File: config.mk
export PLATFORM = sky130hd
export DESIGN_NAME = bp_me_cce_mem_serializer
export DESIGN_NICKNAME = d
export VERILOG_FILES = /design/src/rtl/bp_me_pkg.sv /design/src/rtl/bsg_dff_reset_en.sv /design/src/rtl/bp_me_cce_mem_serializer.sv
export SDC_FILE = /design/constraint.sdc
export NUM_CORES = 2
export LEC_CHECK = 0
export CORE_AREA = 5 5 515 517
export DETAILED_ROUTE_END_ITERATION = 8
export DIE_AREA = 0 0 520 522
export PLACE_DENSITY_LB_ADDON = 0.12
export SYNTH_ARGS = -nofsm -noshare
export SYNTH_HDL_FRONTEND = slang
export SYNTH_SLANG_ARGS = --single-unit
File: constraint.sdc
create_clock -name clk_i -period 47 [get_ports clk_i]
set_input_delay 9.4 -clock clk_i [delete_from_list [all_inputs] [get_ports clk_i]]
set_output_delay 9.4 -clock clk_i [all_outputs]
set_load 0.01 [all_outputs]
File: src/rtl/bp_me_pkg.sv
// Memory-endpoint message types and decode helpers shared by the CCE memory serializer.
// The 512-bit block / 64-bit dword configuration is fixed here for this slice.
package bp_me_pkg;

    localparam int paddr_width_gp        = 40;
    localparam int dword_width_gp        = 64;
    localparam int cce_block_width_gp    = 512;
    localparam int lce_id_width_gp       = 4;
    localparam int lce_assoc_gp          = 8;
    localparam int way_id_width_gp       = $clog2(lce_assoc_gp);
    localparam int beats_gp              = cce_block_width_gp / dword_width_gp;
    localparam int block_offset_width_gp = $clog2(cce_block_width_gp / 8);
    localparam int cnt_width_gp          = $clog2(beats_gp) + 1;
    localparam int mask_width_gp         = dword_width_gp / 8;

    typedef enum logic [3:0] {
        e_cce_mem_rd    = 4'b0000,
        e_cce_mem_wr    = 4'b0001,
        e_cce_mem_uc_rd = 4'b0010,
        e_cce_mem_uc_wr = 4'b0011,
        e_cce_mem_wb    = 4'b0100
    } bp_cce_mem_cmd_type_e;

    typedef enum logic [2:0] {
        e_mem_size_1  = 3'd0,
        e_mem_size_2  = 3'd1,
        e_mem_size_4  = 3'd2,
        e_mem_size_8  = 3'd3,
        e_mem_size_16 = 3'd4,
        e_mem_size_32 = 3'd5,
        e_mem_size_64 = 3'd6
    } bp_mem_size_e;

    typedef struct packed {
        logic [way_id_width_gp-1:0] way_id;
        logic [lce_id_width_gp-1:0] lce_id;
    } bp_cce_mem_payload_s;

    typedef struct packed {
        bp_cce_mem_cmd_type_e       msg_type;
        logic [paddr_width_gp-1:0]  addr;
        bp_mem_size_e               size;
        bp_cce_mem_payload_s        payload;
    } bp_cce_mem_hdr_s;

    typedef struct packed {
        bp_cce_mem_hdr_s                header;
        logic [cce_block_width_gp-1:0]  data;
    } bp_cce_mem_msg_s;

    localparam int cce_mem_hdr_width_gp = $bits(bp_cce_mem_hdr_s);
    localparam int cce_mem_msg_width_gp = $bits(bp_cce_mem_msg_s);

    typedef enum logic [1:0] {
        e_blk_rd = 2'd0,
        e_blk_wr = 2'd1,
        e_uc_rd  = 2'd2,
        e_uc_wr  = 2'd3
    } bp_cce_mem_class_e;

    // Store misses need fill data, so e_cce_mem_wr is a block read; unknown types fall back to a harmless single read
    function automatic bp_cce_mem_class_e cmd_class(input bp_cce_mem_cmd_type_e msg_type);
        case (msg_type)
            e_cce_mem_rd:    return e_blk_rd;
            e_cce_mem_wr:    return e_blk_rd;
            e_cce_mem_wb:    return e_blk_wr;
            e_cce_mem_uc_rd: return e_uc_rd;
            e_cce_mem_uc_wr: return e_uc_wr;
            default:         return e_uc_rd;
        endcase
    endfunction

    function automatic logic [mask_width_gp-1:0] uc_mask(input bp_mem_size_e size, input logic [2:0] offset);
        logic [mask_width_gp-1:0] base;
        case (size)
            e_mem_size_1: base = 8'h01;
            e_mem_size_2: base = 8'h03;
            e_mem_size_4: base = 8'h0F;
            e_mem_size_8: base = 8'hFF;
            default:      base = 8'hFF;
        endcase
        return base << offset;
    endfunction

    function automatic logic [dword_width_gp-1:0] uc_wdata(input bp_mem_size_e size, input logic [dword_width_gp-1:0] d);
        case (size)
            e_mem_size_1: return {8{d[7:0]}};
            e_mem_size_2: return {4{d[15:0]}};
            e_mem_size_4: return {2{d[31:0]}};
            default:      return d;
        endcase
    endfunction

endpackage

File: src/rtl/bsg_dff_reset_en.sv
// Enabled register with asynchronous active-high reset to a parameterised value.
module bsg_dff_reset_en #(
    parameter int               width_p     = 1,
    parameter logic [width_p-1:0] reset_val_p = '0
) (
    input  logic               clk_i,
    input  logic               reset_i,
    input  logic               en_i,
    input  logic [width_p-1:0] data_i,
    output logic [width_p-1:0] data_o
);

    logic [width_p-1:0] data_r;

    // Capture on enable, otherwise hold
    always_ff @(posedge clk_i or posedge reset_i) begin
        if (reset_i) begin
            data_r <= reset_val_p;
        end else if (en_i) begin
            data_r <= data_i;
        end else begin
            data_r <= data_r;
        end
    end

    assign data_o = data_r;

endmodule

File: src/rtl/bp_me_cce_mem_serializer.sv
// Splits one block-wide CCE memory command into dword beats on a narrow memory port and
// reassembles read returns into a single block response carrying the echoed header.
module bp_me_cce_mem_serializer
    import bp_me_pkg::*;
(
    input  logic                            clk_i,
    input  logic                            reset_i,

    input  logic [cce_mem_msg_width_gp-1:0] mem_cmd_i,
    input  logic                            mem_cmd_v_i,
    output logic                            mem_cmd_ready_o,

    output logic [cce_mem_msg_width_gp-1:0] mem_resp_o,
    output logic                            mem_resp_v_o,
    input  logic                            mem_resp_yumi_i,

    output logic [paddr_width_gp-1:0]       mem_addr_o,
    output logic                            mem_v_o,
    output logic                            mem_w_o,
    output logic [dword_width_gp-1:0]       mem_data_o,
    output logic [mask_width_gp-1:0]        mem_mask_o,
    input  logic                            mem_ready_i,
    input  logic [dword_width_gp-1:0]       mem_data_i,
    input  logic                            mem_data_v_i
);

    typedef enum logic [1:0] {
        e_ready = 2'd0,
        e_send  = 2'd1,
        e_recv  = 2'd2,
        e_resp  = 2'd3
    } state_e;

    localparam logic [paddr_width_gp-1:0] dword_bytes_lp = paddr_width_gp'(dword_width_gp / 8);

    state_e                          state_r;
    bp_cce_mem_msg_s                 cmd_s;
    bp_cce_mem_class_e               cls_s;
    logic [cce_mem_hdr_width_gp-1:0] hdr_r;
    logic [cce_block_width_gp-1:0]   cmd_data_r;
    logic [cce_block_width_gp-1:0]   rd_buf_r;
    logic [cnt_width_gp-1:0]         beat_cnt_r;
    logic [cnt_width_gp-1:0]         ret_cnt_r;
    logic [cnt_width_gp-1:0]         beat_nxt_s;
    logic [cnt_width_gp-1:0]         beat_total_s;
    logic [cnt_width_gp-1:0]         ret_cnt_nxt_s;
    logic [beats_gp-1:0]             slot_en_s;
    logic                            is_read_r;
    logic                            is_uc_r;
    logic                            accept_s;
    logic                            beat_fire_s;
    logic                            last_beat_s;
    logic                            capture_s;
    logic                            ret_done_s;
    logic                            cls_uc_s;
    logic                            cls_wr_s;

    assign cmd_s = bp_cce_mem_msg_s'(mem_cmd_i);

    bsg_dff_reset_en #(
        .width_p     (cce_mem_hdr_width_gp),
        .reset_val_p ('0)
    ) hdr_reg (
        .clk_i   (clk_i),
        .reset_i (reset_i),
        .en_i    (accept_s),
        .data_i  (cmd_s.header),
        .data_o  (hdr_r)
    );

    // Handshake decode and beat/return bookkeeping
    always_comb begin
        cls_s         = cmd_class(cmd_s.header.msg_type);
        cls_uc_s      = (cls_s == e_uc_rd) | (cls_s == e_uc_wr);
        cls_wr_s      = (cls_s == e_blk_wr) | (cls_s == e_uc_wr);
        accept_s      = mem_cmd_ready_o & mem_cmd_v_i;
        beat_fire_s   = mem_v_o & mem_ready_i;
        beat_total_s  = is_uc_r ? cnt_width_gp'(1) : cnt_width_gp'(beats_gp);
        beat_nxt_s    = beat_cnt_r + cnt_width_gp'(1);
        last_beat_s   = beat_fire_s & (beat_nxt_s == beat_total_s);
        // Only returns for beats already issued count; anything else is stray and dropped
        capture_s     = mem_data_v_i & is_read_r
                      & ((state_r == e_send) | (state_r == e_recv))
                      & (ret_cnt_r < beat_cnt_r);
        ret_cnt_nxt_s = ret_cnt_r + cnt_width_gp'(capture_s);
        ret_done_s    = (ret_cnt_nxt_s == beat_total_s);
        for (int i = 0; i < beats_gp; i++) begin
            slot_en_s[i] = capture_s & (ret_cnt_r == cnt_width_gp'(i));
        end
    end

    // Command sequencing, beat issue and registered handshake outputs
    always_ff @(posedge clk_i or posedge reset_i) begin
        if (reset_i) begin
            state_r         <= e_ready;
            beat_cnt_r      <= '0;
            ret_cnt_r       <= '0;
            is_read_r       <= 1'b0;
            is_uc_r         <= 1'b0;
            cmd_data_r      <= '0;
            mem_cmd_ready_o <= 1'b0;
            mem_resp_v_o    <= 1'b0;
            mem_v_o         <= 1'b0;
            mem_w_o         <= 1'b0;
            mem_addr_o      <= '0;
            mem_data_o      <= '0;
            mem_mask_o      <= '0;
        end else begin
            ret_cnt_r <= ret_cnt_nxt_s;
            case (state_r)
                e_ready: begin
                    beat_cnt_r      <= '0;
                    ret_cnt_r       <= '0;
                    mem_cmd_ready_o <= ~accept_s;
                    if (accept_s) begin
                        state_r    <= e_send;
                        cmd_data_r <= cmd_s.data;
                        is_read_r  <= ~cls_wr_s;
                        is_uc_r    <= cls_uc_s;
                        mem_v_o    <= 1'b1;
                        mem_w_o    <= cls_wr_s;
                        if (cls_uc_s) begin
                            mem_addr_o <= {cmd_s.header.addr[paddr_width_gp-1:3], 3'b000};
                            mem_data_o <= uc_wdata(cmd_s.header.size, cmd_s.data[dword_width_gp-1:0]);
                            mem_mask_o <= uc_mask(cmd_s.header.size, cmd_s.header.addr[2:0]);
                        end else begin
                            mem_addr_o <= {cmd_s.header.addr[paddr_width_gp-1:block_offset_width_gp],
                                           {block_offset_width_gp{1'b0}}};
                            mem_data_o <= cmd_s.data[dword_width_gp-1:0];
                            mem_mask_o <= {mask_width_gp{1'b1}};
                        end
                    end
                end
                e_send: begin
                    if (beat_fire_s) begin
                        beat_cnt_r <= beat_nxt_s;
                        if (last_beat_s) begin
                            mem_v_o <= 1'b0;
                            // Fast returns may have completed the block while beats were still issuing
                            if (~is_read_r | ret_done_s) begin
                                state_r      <= e_resp;
                                mem_resp_v_o <= 1'b1;
                            end else begin
                                state_r <= e_recv;
                            end
                        end else begin
                            mem_addr_o <= mem_addr_o + dword_bytes_lp;
                            mem_data_o <= cmd_data_r[int'(beat_nxt_s)*dword_width_gp +: dword_width_gp];
                        end
                    end
                end
                e_recv: begin
                    if (ret_done_s) begin
                        state_r      <= e_resp;
                        mem_resp_v_o <= 1'b1;
                    end
                end
                e_resp: begin
                    if (mem_resp_yumi_i) begin
                        state_r         <= e_ready;
                        mem_resp_v_o    <= 1'b0;
                        mem_cmd_ready_o <= 1'b1;
                    end
                end
                default: begin
                    state_r         <= e_ready;
                    mem_cmd_ready_o <= 1'b0;
                    mem_resp_v_o    <= 1'b0;
                    mem_v_o         <= 1'b0;
                end
            endcase
        end
    end

    // Read assembly buffer; cleared on accept so uc reads and writes respond zero-filled
    always_ff @(posedge clk_i or posedge reset_i) begin
        if (reset_i) begin
            rd_buf_r <= '0;
        end else if (accept_s) begin
            rd_buf_r <= '0;
        end else begin
            for (int i = 0; i < beats_gp; i++) begin
                if (slot_en_s[i]) begin
                    rd_buf_r[i*dword_width_gp +: dword_width_gp] <= mem_data_i;
                end
            end
        end
    end

    assign mem_resp_o = {hdr_r, rd_buf_r};

endmodule

==> metrics <==
Die ar.=271000 um2; clk_skew=0.0662 ns; kind of end point of the critical path=register; row count=between 150 and 200; Hold Slack=between 0.4 and 0.5 ns; Slew headroom=0.242; P per Cell Area=~32 nW/um2; reg2reg setup slack=a little over 40 ns; FMAX=approximately 73 MHz; TritonCTS clock tree=done; Placeable Area=261000 um2; worst min-delay path endpoint=cmd_data_r[412]$_DFFE_PP0P_; clock sinks=1203; Synth cell types=between 60 and 70; worst path bufs/invs=5; clock buffers created by TritonCTS=approximately 150; final net count=around 7500; register area=30100 um2; Final Hold Viols=0; drt drc=0; Post-synth EDFFs=0; Post-DRT Antenna Nets=0; Max-Cap Viols=0; synthesis-to-finish area growth=40.3%; initial DRC count=~3700; count leader, synth=nand2_1; status=complete, no violations; asr flop ratio synth=1.00; DR pass1 iterations=5; initial antenna violation count=96; post-CTS resize count=0; CTS root buf=clkbuf_16; Ys Warns=0; worst-margin pin slew=approximately 1.1 ns; via count=46900; fill count=27700; Leak=between 30 and 40 nW; Cell Area, Synth=~53000 um2; worst-path cell chain=clkdlybuf4s50_1 > and2_4 > nand2_4 > buf_12 > buf_4 > buf_4 > buf_4 > nand2_1 > nand2_1; Area contributors post-synth=dfrtp_1 57%, nand2_1 20%, a21oi_1 5.6%, mux4_2 5.4%, clkbuf_1 2.3%; crit path kind=input port to register; Synth Instances=around 5800; fin cells=10500; pin count of the biggest net entering global routing=186; vias in the first global route=47500; Crit. path cell count=9; clk buf depth=3; gr usage total=0.205; Avg WL per Cell=between 20 and 30 um; worst hold path type=register to register; register bit count reported by yosys=approximately 1200; Yosys top cell by area=dfrtp_1; Slew Limit Fails=0; RSZ-0062 raised after global routing=false; multi-input logic area=roughly 21000 um2; io pins=1318; placed insts=10200; worst-path fanout max=185; clk_lat worst skew=~0.84 ns; worst endpoint required time=between 40 and 50 ns; CTS Hold Buffers Added=0; postcts setup bufs=0; Vias/cell=approximately 4.5; top_reg_cell synth=dfrtp_1; VDD IR max=~0.000036 V; synth cell count leaders=2800 x nand2_1, 1203 x dfrtp_1, 593 x a21oi_1, 326 x clkbuf_1, 128 x mux4_2; worst stage delay on the critical path=around 0.94 ns; DP HPWL=approximately 210 mm; total grt overflow=0; H-tree lvl count=4; Reg2Reg Depth=9; Die X=about 520 um; Reg-to-Reg End=cmd_data_r[324]$_DFFE_PP0P_; Initial Util=0.204; Final Critical Period=13.77 ns; Worst EP arrival=14.53 ns; top cell type's share of synthesized area=0.565; most used cell, CP=buf_4; Placed Area=slightly below 70000 um2; gpl congestion=around 0.83; syn avg cell area=9.18 um2; Final period util=0.293; Seq/Total Area, Yosys=0.565; routed wire length=roughly 290 mm; reg2reg start=state_r[0]$_DFFE_PP0P_; setup TNS=0 ns; Die Y=522 um; hold path start=cmd_data_r[412]$_DFFE_PP0P_; Startpoint Class=input port; layout cells sized above 1=0.0856; Worst path slowest cell=buf_4; worst setup margin=33.23 ns; Port-buffer cells=approximately 1300; Min-Delay Path Depth=2; first-pass GRT wire length=398 mm; Reg clk slew, reported paths=~0.06 ns; Finish-stage setup viols=0; Largest delay share family, worst path=buffers and inverters; Place WS=between 30 and 40 ns; final non-filler cell area=around 75000 um2
[final cells by class]
class | count | share of cell area
Clock buffer | 237 | 0.0610
Antenna cell | 23 | 0.000770
Timing Repair Buffer | 1400 | 0.185
Tap cell | 3420 | 0.0573
Inverter | 20 | 0.00111
Clock inverter | 39 | 0.00831
Multi-Input combinational cell | 4122 | 0.283
Sequential cell | 1203 | 0.403
[through the flow]
step | total power (W) | util
after floorplan | 0.00109 | -
after global placement | 0.00119 | 0.267
after detailed placement | 0.00119 | 0.267
after CTS | 0.00243 | 0.286
after global routing | 0.00247 | 0.287
final | 0.00238 | 0.287
[tightest hold or removal path, cell delays in order, from the launching register on]
cell and delay (ns):
dfrtp_1 0.33, nand2_1 0.05, nand2_1 0.05
[layout by cell type, fill, tap and decap left out, types with 9 or more instances in the layout]
cell             Yosys  layout
o211ai_1            11      11
mux4_2             128     128
clkdlybuf4s50_1      0    1314
diode_2              0      23
mux2_2              64      64
clkbuf_16            0     156
a31oi_1             11      11
nor4_1               9       9
o22ai_1             52      52
mux2i_1             74      74
nand3_1             25      25
ha_1                11       9
clkbuf_8             0      35
o21ai_0             54      53
nand2_1           2800    2797
a21oi_1            593     592
a22o_1               9       9
nor3_1              18      18
buf_4               11      82
a21oi_2             54      55
inv_1               19      17
clkinv_2             0      16
dfrtp_1           1203    1202
nor2_1              62      59
clkbuf_1           326      46
nand4_1             12      12
[state kept, by name (all words and copies together) (netlist names), 2 cells and up]
register	cells
cmd_data_r	512
rd_buf_r	512
mem_data_o	64
hdr_reg.data_o	54
mem_addr_o	37
mem_mask_o	8
beat_cnt_r	4
ret_cnt_r	4
state_r	2
[routing by layer]
layer  GRT usage  vias up  routed length, um
met3      0.0579      447              19400
li1            -    21200                  -
met5           0        -                704
met4      0.0626      110               9730
met1       0.248    23600             116000
met2       0.352     1516             141000
[cells by family (layout without fill, tap and decap cells)]
| logic type | count (synthesis) | count (layout) | share of synthesized area |
|---|---|---|---|
| adder cells (fa/ha/maj) | 11 | 11 | 0.00258 |
| other | 1 | 26 | 0.0000704 |
| AO/OA/AOI/OAI | 864 | 864 | 0.0951 |
| XOR/XNOR | 6 | 6 | 0.000987 |
| AND/OR/NAND/NOR | 2972 | 2972 | 0.214 |
| flip-flops | 1203 | 1203 | 0.565 |
| multiplexers | 266 | 266 | 0.0816 |
| buffers and inverters | 479 | 1696 | 0.0399 |
[report_power, final]
group	switching, W	leakage [nW]	internal, W
Clock	0.000510	2.51	0.000707
Sequential	0.00000119	16.5	0.00104
Combinational	0.0000724	13.8	0.0000562
[worst max path at each step]
stage                 from                          end  slack, ns
3_5_place_dp   mem_cmd_v_i  cmd_data_r[452]$_DFFE_PP0P_      32.56
2_1_floorplan      reset_i    beat_cnt_r[0]$_DFFE_PP0P_       3.71
3_3_place_gp   mem_cmd_v_i  cmd_data_r[324]$_DFFE_PP0P_      32.61
4_1_cts        mem_cmd_v_i  cmd_data_r[452]$_DFFE_PP0P_      33.45
6_report       mem_cmd_v_i  cmd_data_r[324]$_DFFE_PP0P_      33.23
5_1_grt        mem_cmd_v_i  cmd_data_r[324]$_DFFE_PP0P_      33.04
No activity file was read; power rests on OpenSTA's default activity.
